<file path="src/rtl/button_debouncer.sv">
// button_debouncer: per-channel 2-flop synchronizer, stability counter and
// 4-state debounce FSM. Each channel produces a registered debounced level and
// one-cycle press/release strobes for the display-mode logic.
// Optional feature macro: BUTTON_DEBOUNCER_REPEAT_EN adds auto-repeat press
// strobes while a button stays held (REPEAT_DELAY first, then every REPEAT_PERIOD).
module button_debouncer #(
  parameter int unsigned N_BTN           = 4,
  parameter int unsigned DEBOUNCE_CYCLES = 1000000,
  parameter int unsigned CNT_W           = 20,
  parameter int unsigned REPEAT_DELAY    = 50000000,
  parameter int unsigned REPEAT_PERIOD   = 10000000
) (
  input  logic             clk,
  input  logic             rst,
  input  logic [N_BTN-1:0] btn_raw,
  output logic [N_BTN-1:0] btn_level,
  output logic [N_BTN-1:0] btn_press,
  output logic [N_BTN-1:0] btn_release
);

  localparam logic [63:0] CNT_MAX = (64'(1) << CNT_W) - 64'(1);
  localparam bit CFG_LEGAL = (DEBOUNCE_CYCLES >= 1) &&
                             (64'(DEBOUNCE_CYCLES) <= CNT_MAX) &&
                             (REPEAT_DELAY >= 1) && (REPEAT_PERIOD >= 1);

  // Out-of-range configurations elaborate this marker scope so they stand out in the hierarchy
  if (!CFG_LEGAL) begin : g_cfg_out_of_range
  end

  typedef enum logic [1:0] {
    ST_IDLE         = 2'd0,
    ST_PRESS_WAIT   = 2'd1,
    ST_PRESSED      = 2'd2,
    ST_RELEASE_WAIT = 2'd3
  } state_t;

  logic [N_BTN-1:0] r_sync1;
  logic [N_BTN-1:0] r_sync2;

  // Two-flop synchronizer for the asynchronous raw buttons
  always_ff @(posedge clk or posedge rst) begin
    if (rst) begin
      r_sync1 <= '0;
      r_sync2 <= '0;
    end else begin
      r_sync1 <= btn_raw;
      r_sync2 <= r_sync1;
    end
  end

  for (genvar g = 0; g < int'(N_BTN); g++) begin : g_ch
    state_t           r_state;
    state_t           w_state_nxt;
    logic [CNT_W-1:0] r_cnt;
    logic [CNT_W-1:0] w_cnt_nxt;
    logic             r_level;
    logic             r_press;
    logic             r_release;
    logic             w_level_nxt;
    logic             w_press_nxt;
    logic             w_release_nxt;
    logic             w_s;
    logic             w_cnt_done;
    logic             w_accept_press;
    logic             w_rpt_fire;

    assign w_s            = r_sync2[g];
    assign w_cnt_done     = (r_cnt == CNT_W'(DEBOUNCE_CYCLES - 1));
    assign w_accept_press = (r_state == ST_PRESS_WAIT) && (w_state_nxt == ST_PRESSED);

    // FSM state and stability counter register
    always_ff @(posedge clk or posedge rst) begin
      if (rst) begin
        r_state <= ST_IDLE;
        r_cnt   <= '0;
      end else begin
        r_state <= w_state_nxt;
        r_cnt   <= w_cnt_nxt;
      end
    end

    // Next-state and counter update; any disagreeing sample restarts the count
    always_comb begin
      w_state_nxt = r_state;
      w_cnt_nxt   = r_cnt;
      case (r_state)
        ST_IDLE: begin
          if (w_s) begin
            w_state_nxt = ST_PRESS_WAIT;
            w_cnt_nxt   = '0;
          end
        end
        ST_PRESS_WAIT: begin
          if (!w_s) begin
            w_state_nxt = ST_IDLE;
            w_cnt_nxt   = '0;
          end else if (w_cnt_done) begin
            w_state_nxt = ST_PRESSED;
            w_cnt_nxt   = '0;
          end else if (r_cnt != '1) begin
            w_cnt_nxt = r_cnt + CNT_W'(1);
          end
        end
        ST_PRESSED: begin
          if (!w_s) begin
            w_state_nxt = ST_RELEASE_WAIT;
            w_cnt_nxt   = '0;
          end
        end
        ST_RELEASE_WAIT: begin
          if (w_s) begin
            w_state_nxt = ST_PRESSED;
            w_cnt_nxt   = '0;
          end else if (w_cnt_done) begin
            w_state_nxt = ST_IDLE;
            w_cnt_nxt   = '0;
          end else if (r_cnt != '1) begin
            w_cnt_nxt = r_cnt + CNT_W'(1);
          end
        end
        default: begin
          w_state_nxt = ST_IDLE;
          w_cnt_nxt   = '0;
        end
      endcase
    end

    // Output decode from the transition being taken this cycle
    always_comb begin
      w_level_nxt   = (w_state_nxt == ST_PRESSED) || (w_state_nxt == ST_RELEASE_WAIT);
      w_press_nxt   = w_accept_press || w_rpt_fire;
      w_release_nxt = (r_state == ST_RELEASE_WAIT) && (w_state_nxt == ST_IDLE);
    end

    // Registered outputs
    always_ff @(posedge clk or posedge rst) begin
      if (rst) begin
        r_level   <= 1'b0;
        r_press   <= 1'b0;
        r_release <= 1'b0;
      end else begin
        r_level   <= w_level_nxt;
        r_press   <= w_press_nxt;
        r_release <= w_release_nxt;
      end
    end

`ifdef BUTTON_DEBOUNCER_REPEAT_EN
    localparam int unsigned RPT_MAX = (REPEAT_DELAY > REPEAT_PERIOD) ? REPEAT_DELAY : REPEAT_PERIOD;
    localparam int unsigned RPT_W   = (RPT_MAX > 1) ? $clog2(RPT_MAX) : 1;

    logic [RPT_W-1:0] r_rpt;
    logic [RPT_W-1:0] w_rpt_nxt;

    // Repeat down-counter: loaded on an accepted press, runs only in PRESSED, held otherwise
    always_comb begin
      w_rpt_nxt  = r_rpt;
      w_rpt_fire = 1'b0;
      if (w_accept_press) begin
        w_rpt_nxt = RPT_W'(REPEAT_DELAY - 1);
      end else if (r_state == ST_PRESSED) begin
        if (r_rpt == '0) begin
          w_rpt_fire = 1'b1;
          w_rpt_nxt  = RPT_W'(REPEAT_PERIOD - 1);
        end else begin
          w_rpt_nxt = r_rpt - RPT_W'(1);
        end
      end
    end

    // Repeat counter register
    always_ff @(posedge clk or posedge rst) begin
      if (rst) begin
        r_rpt <= '0;
      end else begin
        r_rpt <= w_rpt_nxt;
      end
    end
`else
    assign w_rpt_fire = 1'b0;
`endif

    assign btn_level[g]   = r_level;
    assign btn_press[g]   = r_press;
    assign btn_release[g] = r_release;
  end

endmodule

</file>
<file path="config.mk">
export PLATFORM = sky130hd
export DESIGN_NAME = button_debouncer
export DESIGN_NICKNAME = d
export VERILOG_FILES = /design/src/rtl/button_debouncer.sv
export SDC_FILE = /design/constraint.sdc
export NUM_CORES = 1
export LEC_CHECK = 0
export BUFFER_PORTS_ARGS = -buffer_cell sky130_fd_sc_hd__buf_2
export CELL_PAD_IN_SITES_DETAIL_PLACEMENT = 0
export CELL_PAD_IN_SITES_GLOBAL_PLACEMENT = 2
export CORE_UTILIZATION = 40
export DETAILED_ROUTE_END_ITERATION = 8
export PLACE_DENSITY_LB_ADDON = 0.25
export SKIP_CTS_REPAIR_TIMING = 1
export SLEW_MARGIN = 20
export SYNTH_ARGS = -nofsm -noshare
export SYNTH_HDL_FRONTEND = slang
export SYNTH_SLANG_ARGS = --single-unit
</file>
<file path="constraint.sdc">
create_clock -name clk -period 5.84 [get_ports clk]
set_input_delay 1.168 -clock clk [delete_from_list [all_inputs] [get_ports clk]]
set_output_delay 1.168 -clock clk [all_outputs]
set_load 0.02 [all_outputs]
</file>
==> metrics.csv <==
stage,metric,value,unit
status,status,"finished, final reports clean",
critical_path,setup.worst_path.end_class,flop,
global_route,grt_antenna_before_repair,0,
routing,drtAntennaViolNets,0,
critical_path,cp_max_fo,14,
synth,seq_area_frac_synth,0.455,
clocking,root_buffer,clkbuf_16,
die,rows,43,
clocking,cts_buffers,9,
synth,synthFlopType,dfrtp_1,
critical_path,critPathMaxStageDelay,0.85,ns
flow_run,cap_violations,0,
global_route,grt_pass1_wl,22900,um
synth,ys_ff_latch,106,
placement,placed_area,5980,um^2
final_layout,final_util,0.446,
critical_path,critPathArrivalTime,2.73,ns
synth,synth.distinct_cells,61,
routing,dr.pass1.iters,4,
global_route,grt_max_degree,64,
synth,ys_warn_count,0,
clocking,clock_path_buffers,2,
power,p_per_area,228,nW/um^2
timing,post-route-period-util,0.427,
die,die_x,123,um
routing,routed_wl,13400,um
timing,clock_skew,0.00815,ns
placement,dp_hpwl,8940,um
global_route,grt_use_total,0.193,
synth,synth_fp_nets,645,
clocking,clock_latency,0.34,ns
final_layout,nFillCells,1364,
synth,syn_inst,635,
synth,async_flop_share,1.00,
clocking,cts_tree,done,
synth,netlist_area,5830,um^2
synth,synth_edf_count,0,
placement,portBuffers,17,
die,die_y,123,um
routing,wl_per_cell,16.5,um
critical_path,critical_path_class,reg -> reg,
critical_path,critPathRequiredTime,6.07,ns
critical_path,crit_chain,"inv_1, or4_1, o41ai_4, o21ai_1, a32o_1",
timing,hold_viol,0,
final_layout,design_area,6260,um^2
power,power,0.00142,W
placement,gp_routability_congestion,0.791,
final_layout,layout-drive-gt1-share,0.0965,
timing,fmax,401,MHz
timing,drv_slew,0,
power,p_leak,2.55,nW
critical_path,crit_slowest_cell,o41ai_4,
timing,fin_tns_setup,0,ns
timing,rsz0062_at_grt,false,
power,peakVddDrop,0.140,mV
worst_hold_path,hold_path.class,reg -> reg,
critical_path,cp_top_family,compound AO/OA/AOI/OAI gates,
final_layout,nets,637,
die,initial_core_util,0.415,
die,dieArea,15100,um^2
critical_path,critical_path_buf_inv_count,1,
routing,via_per_inst,5.96,
timing,tightest_slew,1.05,ns
global_route,gr-total-overflow,0,
routing,drc,0,
die,core_area,14000,um^2
timing,final-setup-viol-count,0,
routing,drtIter0Drc,429,
synth,syn_avg_cell_area,9.18,um^2
routing,vias,4841,
critical_path,worstSetupStartpointType,flop,
final_layout,n_antenna_cell,0,
timing,layout_min_cycle_time,2.49,ns
global_route,grt_pass1_vias,4624,
timing,slew_headroom,0.300,
die,io_pins,18,
clocking,cts.sinks,106,
clocking,path_clk_slew,0.07,ns
clocking,cts_max_level,3,
final_layout,synthToLayoutAreaGrowth,7.36,%
==> path summary, 6_finish.rpt <==
check	start	end	slack (ns)	cells after the start
setup / recovery	g_ch[3].r_cnt[9]	g_ch[3].r_cnt[1]	3.35	5
hold / removal	r_sync1[0]	r_sync2[0]	0.35	0
setup reg to reg	g_ch[3].r_cnt[9]	g_ch[3].r_cnt[1]	3.35	5
hold reg to reg	r_sync1[0]	r_sync2[0]	0.35	0
max in group asynchronous	rst	g_ch[2].r_cnt[3]	3.74	3
min in group asynchronous	rst	g_ch[3].r_cnt[4]	0.87	2
==> power breakdown <==
part           switching, W  internal (W)  total (W)
registers         0.0000158      0.000747   0.000763
clock network      0.000286      0.000293   0.000579
logic             0.0000578     0.0000260  0.0000838
==> worst register-to-register path, cell delays in order (launching register included) <==
cell	delay (ns)
dfrtp_1	0.40
inv_1	0.07
or4_1	0.60
o41ai_4	0.85
o21ai_1	0.20
a32o_1	0.26
==> metrics by stage <==
| step | std cells | setup WS [ns] | hold WS (ns) |
|---|---|---|---|
| finish | 812 | 3.35 | 0.354 |
| CTS | 812 | 3.25 | 0.356 |
| global route | 812 | 3.12 | 0.359 |
| detailed placement | 796 | 3.22 | 0.339 |
| floorplan | 635 | 1.88 | 0.331 |
| global placement | 796 | 3.28 | 0.333 |
==> cell usage in the layout, fill, tap and decap left out, drive strengths merged, types with 3 or more instances in the layout <==
cell type  netlist  final
a2111oi          4      4
a211oi           3      3
a21o            15     15
a21oi           42     42
a22o             4      4
a31o             8      8
a31oi           31     31
a41oi           10     10
and2            11     11
and3            13     13
and4             7      7
buf             20     23
clkbuf          22      9
clkinv           0      4
dfrtp          106    106
ha               4      4
inv             21     22
mux2             6      6
nand2           49     49
nand2b           3      3
nand3           26     26
nand3b           4      4
nand4           24     24
nor2            42     42
nor3            15     15
nor3b           11     11
nor4            13     13
nor4b            3      3
o2111ai          4      4
o211ai           9      9
o21ai           39     39
o21bai           3      3
o31ai            3      3
or2              8      8
or3              9      9
or4              8      8
xnor2           12     12
xor2             4      4
==> cell type report <==
type                            count  area, um^2  share of cell area
Clock inverter                      7        55.1             0.00880
Multi-Input combinational cell    466        2890               0.462
Clock buffer                        9         225              0.0360
Sequential cell                   106        2650               0.424
Timing Repair Buffer               23         130              0.0208
Tap cell                          180         225              0.0360
Inverter                           21        81.3              0.0130
==> synth_stat cells (5+ instances only) <==
cell	instances	area, um^2
nor3b_1	11	82.6
nand4_1	23	144
or2_2	6	37.5
inv_1	21	78.8
and4_1	7	61.3
a41oi_1	10	87.6
o21ai_0	25	125
dfrtp_1	106	2650
nor4_1	13	81.3
or3_1	9	56.3
nor2_1	42	158
or4_1	8	60.1
mux2_2	5	56.3
o21ai_1	14	70.1
and3_1	13	81.3
clkbuf_1	22	82.6
nand3_1	25	125
nand2_1	49	184
a31oi_1	31	194
xnor2_1	12	105
buf_4	14	105
a31o_2	6	52.6
a21o_1	15	113
nor3_1	15	75.1
a21oi_1	42	210
o211ai_1	9	67.6
and2_1	11	68.8
==> sequential cells by signal, indices dropped and copies added, names as in the netlist <==
register and count:
r_sync2 4, g_ch.r_state 6, g_ch.r_press 4, r_sync1 4
g_ch.r_release 4, g_ch.r_cnt 80, g_ch.r_level 4
==> routing by layer <==
layer	GRT usage	part of all wire	vias up
li1	-	-	2376
met1	0.264	0.49	2391
met2	0.305	0.48	68
met3	0.0437	0.022	6
met4	0.0541	0.0062	0
met5	0	0	-
==> logic make-up (layout without fill, tap and decap cells) <==
logic type	after synthesis	count (layout)	synth area share
and+or+nand+nor	248	248	0.231
muxes	6	6	0.0116
buffers and inverters	63	60	0.0505
DFF	106	106	0.455
xor gates and xnor gates	16	16	0.0240
adders and majority gates	4	4	0.00859
AOI/OAI and AO/OA	192	192	0.219
No activity file was read; power rests on OpenSTA's default activity.
